File: src/rtl/wbdbgbus_pkg.sv
// Shared constants and types for the debug-bus transmit path.
// Frame layout helpers used by the tx arbiter.
package wbdbgbus_pkg;

    localparam logic [3:0] RESP_INT_BASE  = 4'b1000;
    localparam logic [3:0] RESP_HEARTBEAT = 4'b1100;
    localparam logic [3:0] CMD_RESET      = 4'b1111;

    localparam int FRAME_BITS  = 40;
    localparam int FRAME_BYTES = 5;
    localparam int WORD_BITS   = 36;

    typedef enum logic {IDLE, SEND} tx_state_t;

    function automatic logic [FRAME_BITS-1:0] code_frame(input logic [3:0] code);
        return {4'b0000, code, 32'h0};
    endfunction

endpackage

File: src/rtl/wbdbgbus_fifo.sv
// Synchronous first-word-fall-through FIFO for response words.
// A push to a full FIFO succeeds only when a pop happens in the same cycle.
module wbdbgbus_fifo #(
    parameter int WIDTH = 36,
    parameter int DEPTH = 4
) (
    input  logic             i_clk,
    input  logic             i_reset,
    input  logic             push,
    input  logic [WIDTH-1:0] wdata,
    input  logic             pop,
    output logic [WIDTH-1:0] rdata,
    output logic             full,
    output logic             empty
);

    localparam int AW = $clog2(DEPTH);

    logic [WIDTH-1:0] mem [DEPTH];
    logic [AW-1:0]    wptr;
    logic [AW-1:0]    rptr;
    logic [AW:0]      count;
    logic             do_push;
    logic             do_pop;

    assign full    = count == (AW+1)'(DEPTH);
    assign empty   = count == '0;
    assign do_pop  = pop && !empty;
    assign do_push = push && (!full || do_pop);
    assign rdata   = mem[rptr];

    always_ff @(posedge i_clk) begin
        if (do_push) begin
            mem[wptr] <= wdata;
        end
    end

    always_ff @(posedge i_clk) begin
        if (i_reset) begin
            wptr  <= '0;
            rptr  <= '0;
            count <= '0;
        end else begin
            if (do_push) begin
                wptr <= wptr + 1'b1;
            end
            if (do_pop) begin
                rptr <= rptr + 1'b1;
            end
            unique case ({do_push, do_pop})
                2'b10:   count <= count + 1'b1;
                2'b01:   count <= count - 1'b1;
                default: count <= count;
            endcase
        end
    end

endmodule

File: src/rtl/wbdbgbus_tx_arbiter.sv
// Debug-bus UART transmit arbiter: response FIFO, interrupt events, 5-byte framing.
// Optional idle heartbeat frames with WBDBGBUS_HEARTBEAT_EN.
module wbdbgbus_tx_arbiter
    import wbdbgbus_pkg::*;
#(
    parameter int RESP_FIFO_DEPTH = 4,
    parameter int NUM_INT         = 4,
    parameter int HEARTBEAT_CLKS  = 25000000
) (
    input  logic               i_clk,
    input  logic               i_reset,
    input  logic               i_resp_valid,
    input  logic [35:0]        i_resp_data,
    input  logic [NUM_INT-1:0] i_interrupt,
    output logic [7:0]         o_tx_data,
    output logic               o_tx_valid,
    input  logic               i_tx_ready,
    output logic               o_busy,
    output logic               o_overflow
);

    logic                  rv_q;
    logic [WORD_BITS-1:0]  rd_q;
    logic [NUM_INT-1:0]    int_q;
    logic [NUM_INT-1:0]    int_last;
    logic [NUM_INT-1:0]    pend;
    logic [NUM_INT-1:0]    pend_clr;
    logic [NUM_INT-1:0]    rise;
    logic [1:0]            int_idx;
    logic [WORD_BITS-1:0]  fifo_rdata;
    logic                  fifo_full;
    logic                  fifo_empty;
    logic                  fifo_pop;
    tx_state_t             state;
    tx_state_t             state_nx;
    logic [FRAME_BITS-1:0] shreg;
    logic [FRAME_BITS-1:0] load_frame;
    logic [2:0]            byte_idx;
    logic                  tx_valid;
    logic                  load;
    logic                  load_resp;
    logic                  last_resp;
    logic                  overflow;

    // Inputs are registered once so both sources see the same two-clock latency.
    assign rise     = int_q & ~int_last;
    assign fifo_pop = load_resp;

    wbdbgbus_fifo #(
        .WIDTH(WORD_BITS),
        .DEPTH(RESP_FIFO_DEPTH)
    ) u_fifo (
        .i_clk  (i_clk),
        .i_reset(i_reset),
        .push   (rv_q),
        .wdata  (rd_q),
        .pop    (fifo_pop),
        .rdata  (fifo_rdata),
        .full   (fifo_full),
        .empty  (fifo_empty)
    );

    always_comb begin
        int_idx = '0;
        for (int i = NUM_INT - 1; i >= 0; i--) begin
            if (pend[i]) begin
                int_idx = 2'(i);
            end
        end
    end

`ifdef WBDBGBUS_HEARTBEAT_EN
    localparam logic [31:0] HB_LAST = 32'(HEARTBEAT_CLKS - 1);
    logic [31:0] hb_cnt;

    always_ff @(posedge i_clk) begin
        if (i_reset || load) begin
            hb_cnt <= '0;
        end else if (state == IDLE) begin
            hb_cnt <= hb_cnt + 1'b1;
        end
    end
`endif

    always_comb begin
        state_nx   = state;
        load       = 1'b0;
        load_resp  = 1'b0;
        load_frame = '0;
        pend_clr   = '0;
        unique case (state)
            IDLE: begin
                // A pending interrupt jumps the queue right after a response frame.
                if (|pend && (last_resp || fifo_empty)) begin
                    load       = 1'b1;
                    pend_clr   = NUM_INT'(1) << int_idx;
                    load_frame = code_frame(RESP_INT_BASE + {2'b00, int_idx});
                end else if (!fifo_empty) begin
                    load       = 1'b1;
                    load_resp  = 1'b1;
                    load_frame = {4'b0000, fifo_rdata};
                end
`ifdef WBDBGBUS_HEARTBEAT_EN
                else if (hb_cnt >= HB_LAST) begin
                    load       = 1'b1;
                    load_frame = code_frame(RESP_HEARTBEAT);
                end
`endif
                if (load) begin
                    state_nx = SEND;
                end
            end
            SEND: begin
                if (i_tx_ready && byte_idx == 3'(FRAME_BYTES - 1)) begin
                    state_nx = IDLE;
                end
            end
            default: state_nx = IDLE;
        endcase
    end

    always_ff @(posedge i_clk) begin
        if (i_reset) begin
            rv_q      <= 1'b0;
            rd_q      <= '0;
            int_q     <= i_interrupt;
            int_last  <= i_interrupt;
            pend      <= '0;
            state     <= IDLE;
            shreg     <= '0;
            byte_idx  <= '0;
            tx_valid  <= 1'b0;
            last_resp <= 1'b0;
            overflow  <= 1'b0;
        end else begin
            rv_q     <= i_resp_valid;
            rd_q     <= i_resp_data;
            int_q    <= i_interrupt;
            int_last <= int_q;
            pend     <= (pend & ~pend_clr) | rise;
            state    <= state_nx;
            if (rv_q && fifo_full && !fifo_pop) begin
                overflow <= 1'b1;
            end
            if (load) begin
                shreg     <= load_frame;
                byte_idx  <= '0;
                tx_valid  <= 1'b1;
                last_resp <= load_resp;
            end else if (state == SEND && i_tx_ready) begin
                shreg    <= shreg << 8;
                byte_idx <= byte_idx + 1'b1;
                if (byte_idx == 3'(FRAME_BYTES - 1)) begin
                    tx_valid <= 1'b0;
                end
            end
        end
    end

    assign o_tx_data  = shreg[FRAME_BITS-1 -: 8];
    assign o_tx_valid = tx_valid;
    assign o_busy     = (state == SEND) || !fifo_empty || |pend;
    assign o_overflow = overflow;

endmodule

File: config.mk
export PLATFORM = sky130hd
export DESIGN_NAME = wbdbgbus_tx_arbiter
export DESIGN_NICKNAME = d
export VERILOG_FILES = /design/src/rtl/wbdbgbus_pkg.sv /design/src/rtl/wbdbgbus_fifo.sv /design/src/rtl/wbdbgbus_tx_arbiter.sv
export SDC_FILE = /design/constraint.sdc
export NUM_CORES = 1
export LEC_CHECK = 0
export CORE_ASPECT_RATIO = 1.1
export CORE_MARGIN = 4
export CORE_UTILIZATION = 53
export DETAILED_ROUTE_END_ITERATION = 12
export HOLD_SLACK_MARGIN = 0.02
export PLACE_DENSITY = 0.75
export SLEW_MARGIN = 15
export SYNTH_ARGS = -nofsm -noshare
export SYNTH_HDL_FRONTEND = slang
export SYNTH_SLANG_ARGS = --single-unit
export TNS_END_PERCENT = 5
File: constraint.sdc
create_clock -name i_clk -period 2.9 [get_ports i_clk]
set_clock_uncertainty 0.1 [all_clocks]
set_input_delay 0.87 -clock i_clk [delete_from_list [all_inputs] [get_ports i_clk]]
set_output_delay 0.87 -clock i_clk [all_outputs]
set_load 0.05 [all_outputs]
==> metrics.txt <==
# TYPE chip_impl_metric gauge
chip_impl_info{name="status",value="finished clean"} 1
chip_impl_metric{name="buffer_ports.inserted",unit=""} 54
chip_impl_metric{name="timing.final.crit_share",unit="%"} 94.2
chip_impl_metric{name="ioPinCount",unit=""} 55
chip_impl_info{name="path_class",value="reg -> reg"} 1
chip_impl_info{name="startpoint",value="pend[0]"} 1
chip_impl_metric{name="drt_iter0_drcs",unit=""} 361
chip_impl_metric{name="synthesis.yosys.warnings",unit=""} 0
chip_impl_info{name="worst_hold_path_type",value="reg -> reg"} 1
chip_impl_metric{name="initial_core_util",unit="%"} 54.5
chip_impl_metric{name="timing.final.hold_violations",unit=""} 0
chip_impl_metric{name="worstPathRequired",unit="ns"} 3.24
chip_impl_metric{name="final_max_slew_viol_count",unit=""} 0
chip_impl_metric{name="fp.dieH",unit="um"} 145
chip_impl_info{name="worst_setup_path_start_kind",value="register"} 1
chip_impl_info{name="setup.worst_path.end",value="u_fifo.count[2]"} 1
chip_impl_metric{name="grt_overflow",unit=""} 0
chip_impl_metric{name="tritoncts.num_buffers",unit=""} 24
chip_impl_metric{name="grt_antenna_before_repair",unit=""} 0
chip_impl_metric{name="crit_path_max_fanout",unit=""} 8
chip_impl_metric{name="timing.final.ws_setup",unit="ns"} 0.167
chip_impl_metric{name="number_of_enable_type_register_cells_in_the_synthesized_netlist",unit=""} 144
chip_impl_metric{name="post_synth_num_cell_types",unit=""} 51
chip_impl_info{name="synth_top_flop_cell",value="sky130_fd_sc_hd__edfxtp_1"} 1
chip_impl_metric{name="syn_nets",unit=""} 595
chip_impl_metric{name="timing_worst_slew_pin_value",unit="ns"} 0.511
chip_impl_metric{name="largest_net_degree_at_the_start_of_global_routing",unit=""} 40
chip_impl_info{name="clock_tree_root_buffer_cell",value="sky130_fd_sc_hd__clkbuf_16"} 1
chip_impl_metric{name="wl",unit="um"} 16200
chip_impl_info{name="mostFrequentLayoutCell",value="sky130_fd_sc_hd__edfxtp_1"} 1
chip_impl_metric{name="gp_congestion",unit=""} 0.790
chip_impl_metric{name="multiInputGateArea",unit="um2"} 2370
chip_impl_metric{name="final_net_count",unit=""} 658
chip_impl_metric{name="row_count",unit=""} 49
chip_impl_metric{name="n_antenna_cell",unit=""} 0
chip_impl_info{name="hp-start",value="shreg[8]"} 1
chip_impl_metric{name="finalSetupTns",unit="ns"} 0
chip_impl_metric{name="latest_clock_arrival_within_the_worst_skew_pair",unit="ns"} 0.52
chip_impl_metric{name="fraction_of_final_layout_cells_with_drive_strength_greater_than_1",unit="%"} 22.6
chip_impl_metric{name="postSynth.asyncResetShare",unit="%"} 0
chip_impl_info{name="worstSetupEndpointType",value="register"} 1
chip_impl_metric{name="synth-seq-area-share",unit="%"} 71.2
chip_impl_metric{name="setup_viol_count_final",unit=""} 0
chip_impl_metric{name="reg_clk_slew_reported_paths",unit="ns"} 0.06
chip_impl_metric{name="worst-endpoint-arrival",unit="ns"} 3.07
chip_impl_metric{name="synth-seq-cells",unit=""} 249
chip_impl_metric{name="floorplan.die_area",unit="um2"} 19200
chip_impl_metric{name="clockBufferDepth",unit=""} 3
chip_impl_metric{name="placement.setup.worst_slack",unit="ns"} 0.193
chip_impl_metric{name="syn2layout_area_growth",unit="%"} 17.9
chip_impl_metric{name="wl_per_cell",unit="um"} 19.5
chip_impl_metric{name="vdd_ir_drop_max",unit="mV"} 0.408
chip_impl_metric{name="mappedNetlistArea",unit="um2"} 9020
chip_impl_metric{name="register_area",unit="um2"} 6430
chip_impl_metric{name="syn_avg_cell_area",unit="um2"} 16.6
chip_impl_metric{name="final_antenna_net_count",unit=""} 0
chip_impl_info{name="clock_tree_from_tritoncts",value="yes"} 1
chip_impl_metric{name="first_global_vias",unit=""} 4878
chip_impl_metric{name="htree_levels",unit=""} 1
chip_impl_metric{name="vias_per_cell",unit=""} 5.54
chip_impl_metric{name="fp.coreArea",unit="um2"} 16600
chip_impl_metric{name="syn_inst",unit=""} 543
chip_impl_info{name="rsz0062_at_grt",value="false"} 1
chip_impl_metric{name="dieWidth",unit="um"} 132
chip_impl_metric{name="groute.usage.overall",unit="%"} 17.1
chip_impl_metric{name="timing.max_cap.violations",unit=""} 0
chip_impl_info{name="regToRegStartpoint",value="pend[0]"} 1
chip_impl_metric{name="power_density",unit="nW/um2"} 835
chip_impl_info{name="most_frequent_cells_in_the_layout",value="144 x sky130_fd_sc_hd__edfxtp_1, 104 x sky130_fd_sc_hd__dfxtp_1, 52 x sky130_fd_sc_hd__clkdlybuf4s50_1"} 1
chip_impl_metric{name="firstDrtPassIters",unit=""} 4
chip_impl_metric{name="min_period",unit="ns"} 2.73
chip_impl_metric{name="numClockSinks",unit=""} 249
chip_impl_metric{name="fillCellCount",unit=""} 1150
chip_impl_info{name="regToRegEndpoint",value="u_fifo.count[2]"} 1
chip_impl_metric{name="max_clock_freq",unit="MHz"} 366
chip_impl_metric{name="power.static_leakage",unit="nW"} 3.69
chip_impl_metric{name="first_pass_grt_wire_length",unit="um"} 25800
chip_impl_metric{name="overall_via_count_from_detail_route",unit=""} 4586
chip_impl_metric{name="slew_headroom",unit="%"} 65.5
chip_impl_metric{name="ff2ff_path_depth",unit=""} 8
chip_impl_metric{name="reg2reg_slack",unit="ns"} 0.17
chip_impl_metric{name="detailed_placer_s_ending_hpwl",unit="um"} 9860
chip_impl_metric{name="drc",unit=""} 0
## layout make-up
cell class	count	share of cell area, %
Tap cell	204	2.40
Clock inverter	17	1.98
Multi-Input combinational cell	250	22.3
Timing Repair Buffer	72	6.87
Clock buffer	27	5.75
Inverter	9	0.318
Sequential cell	249	60.4
## metrics by stage
stage	hold slack, ns	utilization [%]	instances	instance area (um2)	power (mW)
final	0.365	64.3	828	10600	8.88
after global routing	0.390	64.3	828	10600	9.26
after CTS	0.367	64.2	828	10600	8.96
after detailed placement	0.351	59.3	784	9810	5.76
after global placement	0.343	59.3	784	9810	5.71
after floorplan	0.328	-	543	9020	5.34
## state kept, by name, indices dropped and copies added, names as in the netlist, 2 cells and up, named ones only
register      flops
u_fifo.wptr       2
int_q             4
int_last          4
pend              4
byte_idx          3
rd_q             36
u_fifo.mem      144
shreg            40
u_fifo.count      3
u_fifo.rptr       2
## cell families (layout without fill, tap and decap cells)
| logic type | count (synthesis) | after routing | share of synthesized area [%] |
|---|---|---|---|
| and+or+nand+nor | 123 | 123 | 7.96 |
| buffers and inverters | 44 | 125 | 2.59 |
| adders and majority gates | 8 | 8 | 1.19 |
| xor gates and xnor gates | 6 | 6 | 0.582 |
| DFF | 249 | 249 | 71.2 |
| AOI/OAI and AO/OA | 69 | 69 | 6.52 |
| muxes | 44 | 44 | 9.93 |
## critical path: stages (launching register included)
cell,delay [ns]
sky130_fd_sc_hd__dfxtp_1,0.37
sky130_fd_sc_hd__or4_4,0.58
sky130_fd_sc_hd__a221oi_4,0.29
sky130_fd_sc_hd__inv_1,0.07
sky130_fd_sc_hd__ha_1,0.22
sky130_fd_sc_hd__fa_1,0.44
sky130_fd_sc_hd__xnor2_1,0.15
sky130_fd_sc_hd__or3_1,0.31
sky130_fd_sc_hd__a21oi_1,0.14
## power by group
group	internal, mW	switching, mW	leakage, nW
clock	1.89	1.30	0.401
sequential	4.04	0.237	2.20
combinational	0.681	0.736	1.09
total	6.61	2.27	3.69
## synthesized netlist by cell type (2+ instances only)
cell / count / area [um2]
sky130_fd_sc_hd__edfxtp_1: 144 / 4320
sky130_fd_sc_hd__dfxtp_1: 105 / 2100
sky130_fd_sc_hd__nor2b_1: 44 / 275
sky130_fd_sc_hd__mux4_2: 36 / 811
sky130_fd_sc_hd__nor2_1: 31 / 116
sky130_fd_sc_hd__a221o_2: 19 / 214
sky130_fd_sc_hd__nor2b_2: 14 / 123
sky130_fd_sc_hd__a21oi_1: 13 / 65.1
sky130_fd_sc_hd__clkbuf_1: 13 / 48.8
sky130_fd_sc_hd__a22oi_1: 12 / 90.1
sky130_fd_sc_hd__buf_4: 10 / 75.1
sky130_fd_sc_hd__inv_1: 8 / 30.0
sky130_fd_sc_hd__buf_2: 7 / 35.0
sky130_fd_sc_hd__ha_1: 7 / 87.6
sky130_fd_sc_hd__nand2_1: 7 / 26.3
sky130_fd_sc_hd__and2_1: 6 / 37.5
sky130_fd_sc_hd__nor3_1: 6 / 30.0
sky130_fd_sc_hd__o21ai_0: 6 / 30.0
sky130_fd_sc_hd__mux2_2: 4 / 45.0
sky130_fd_sc_hd__mux2i_1: 4 / 40.0
sky130_fd_sc_hd__nand2b_1: 4 / 25.0
sky130_fd_sc_hd__xnor2_1: 4 / 35.0
sky130_fd_sc_hd__a221o_1: 3 / 30.0
sky130_fd_sc_hd__and2b_2: 3 / 26.3
sky130_fd_sc_hd__buf_6: 3 / 33.8
sky130_fd_sc_hd__buf_1: 2 / 7.51
sky130_fd_sc_hd__nor4_1: 2 / 12.5
sky130_fd_sc_hd__o221ai_1: 2 / 17.5
sky130_fd_sc_hd__xor2_1: 2 / 17.5
## routing by layer
layer  routed length (um)  GRT usage [%]
met3                  624           2.84
met5                    0              0
met4                  398           5.58
met2                 8380           30.8
met1                 6780           21.5
## worst min path at each step
stage / depth (start not counted) / endpoint / slack (ns)
after floorplan: 2 / shreg[16] / 0.33
after global placement: 2 / shreg[16] / 0.34
after detailed placement: 2 / shreg[16] / 0.35
after CTS: 2 / shreg[16] / 0.37
after global routing: 0 / u_fifo.mem[0][24] / 0.39
final: 2 / shreg[16] / 0.37
## timing repair
action | CTS | global route
setup endpoints to repair | 0 | 1
setup buffers | 0 | 0
resized for setup | 0 | 1
hold buffers | 0 | 0
(Power assumes the default switching activity.)
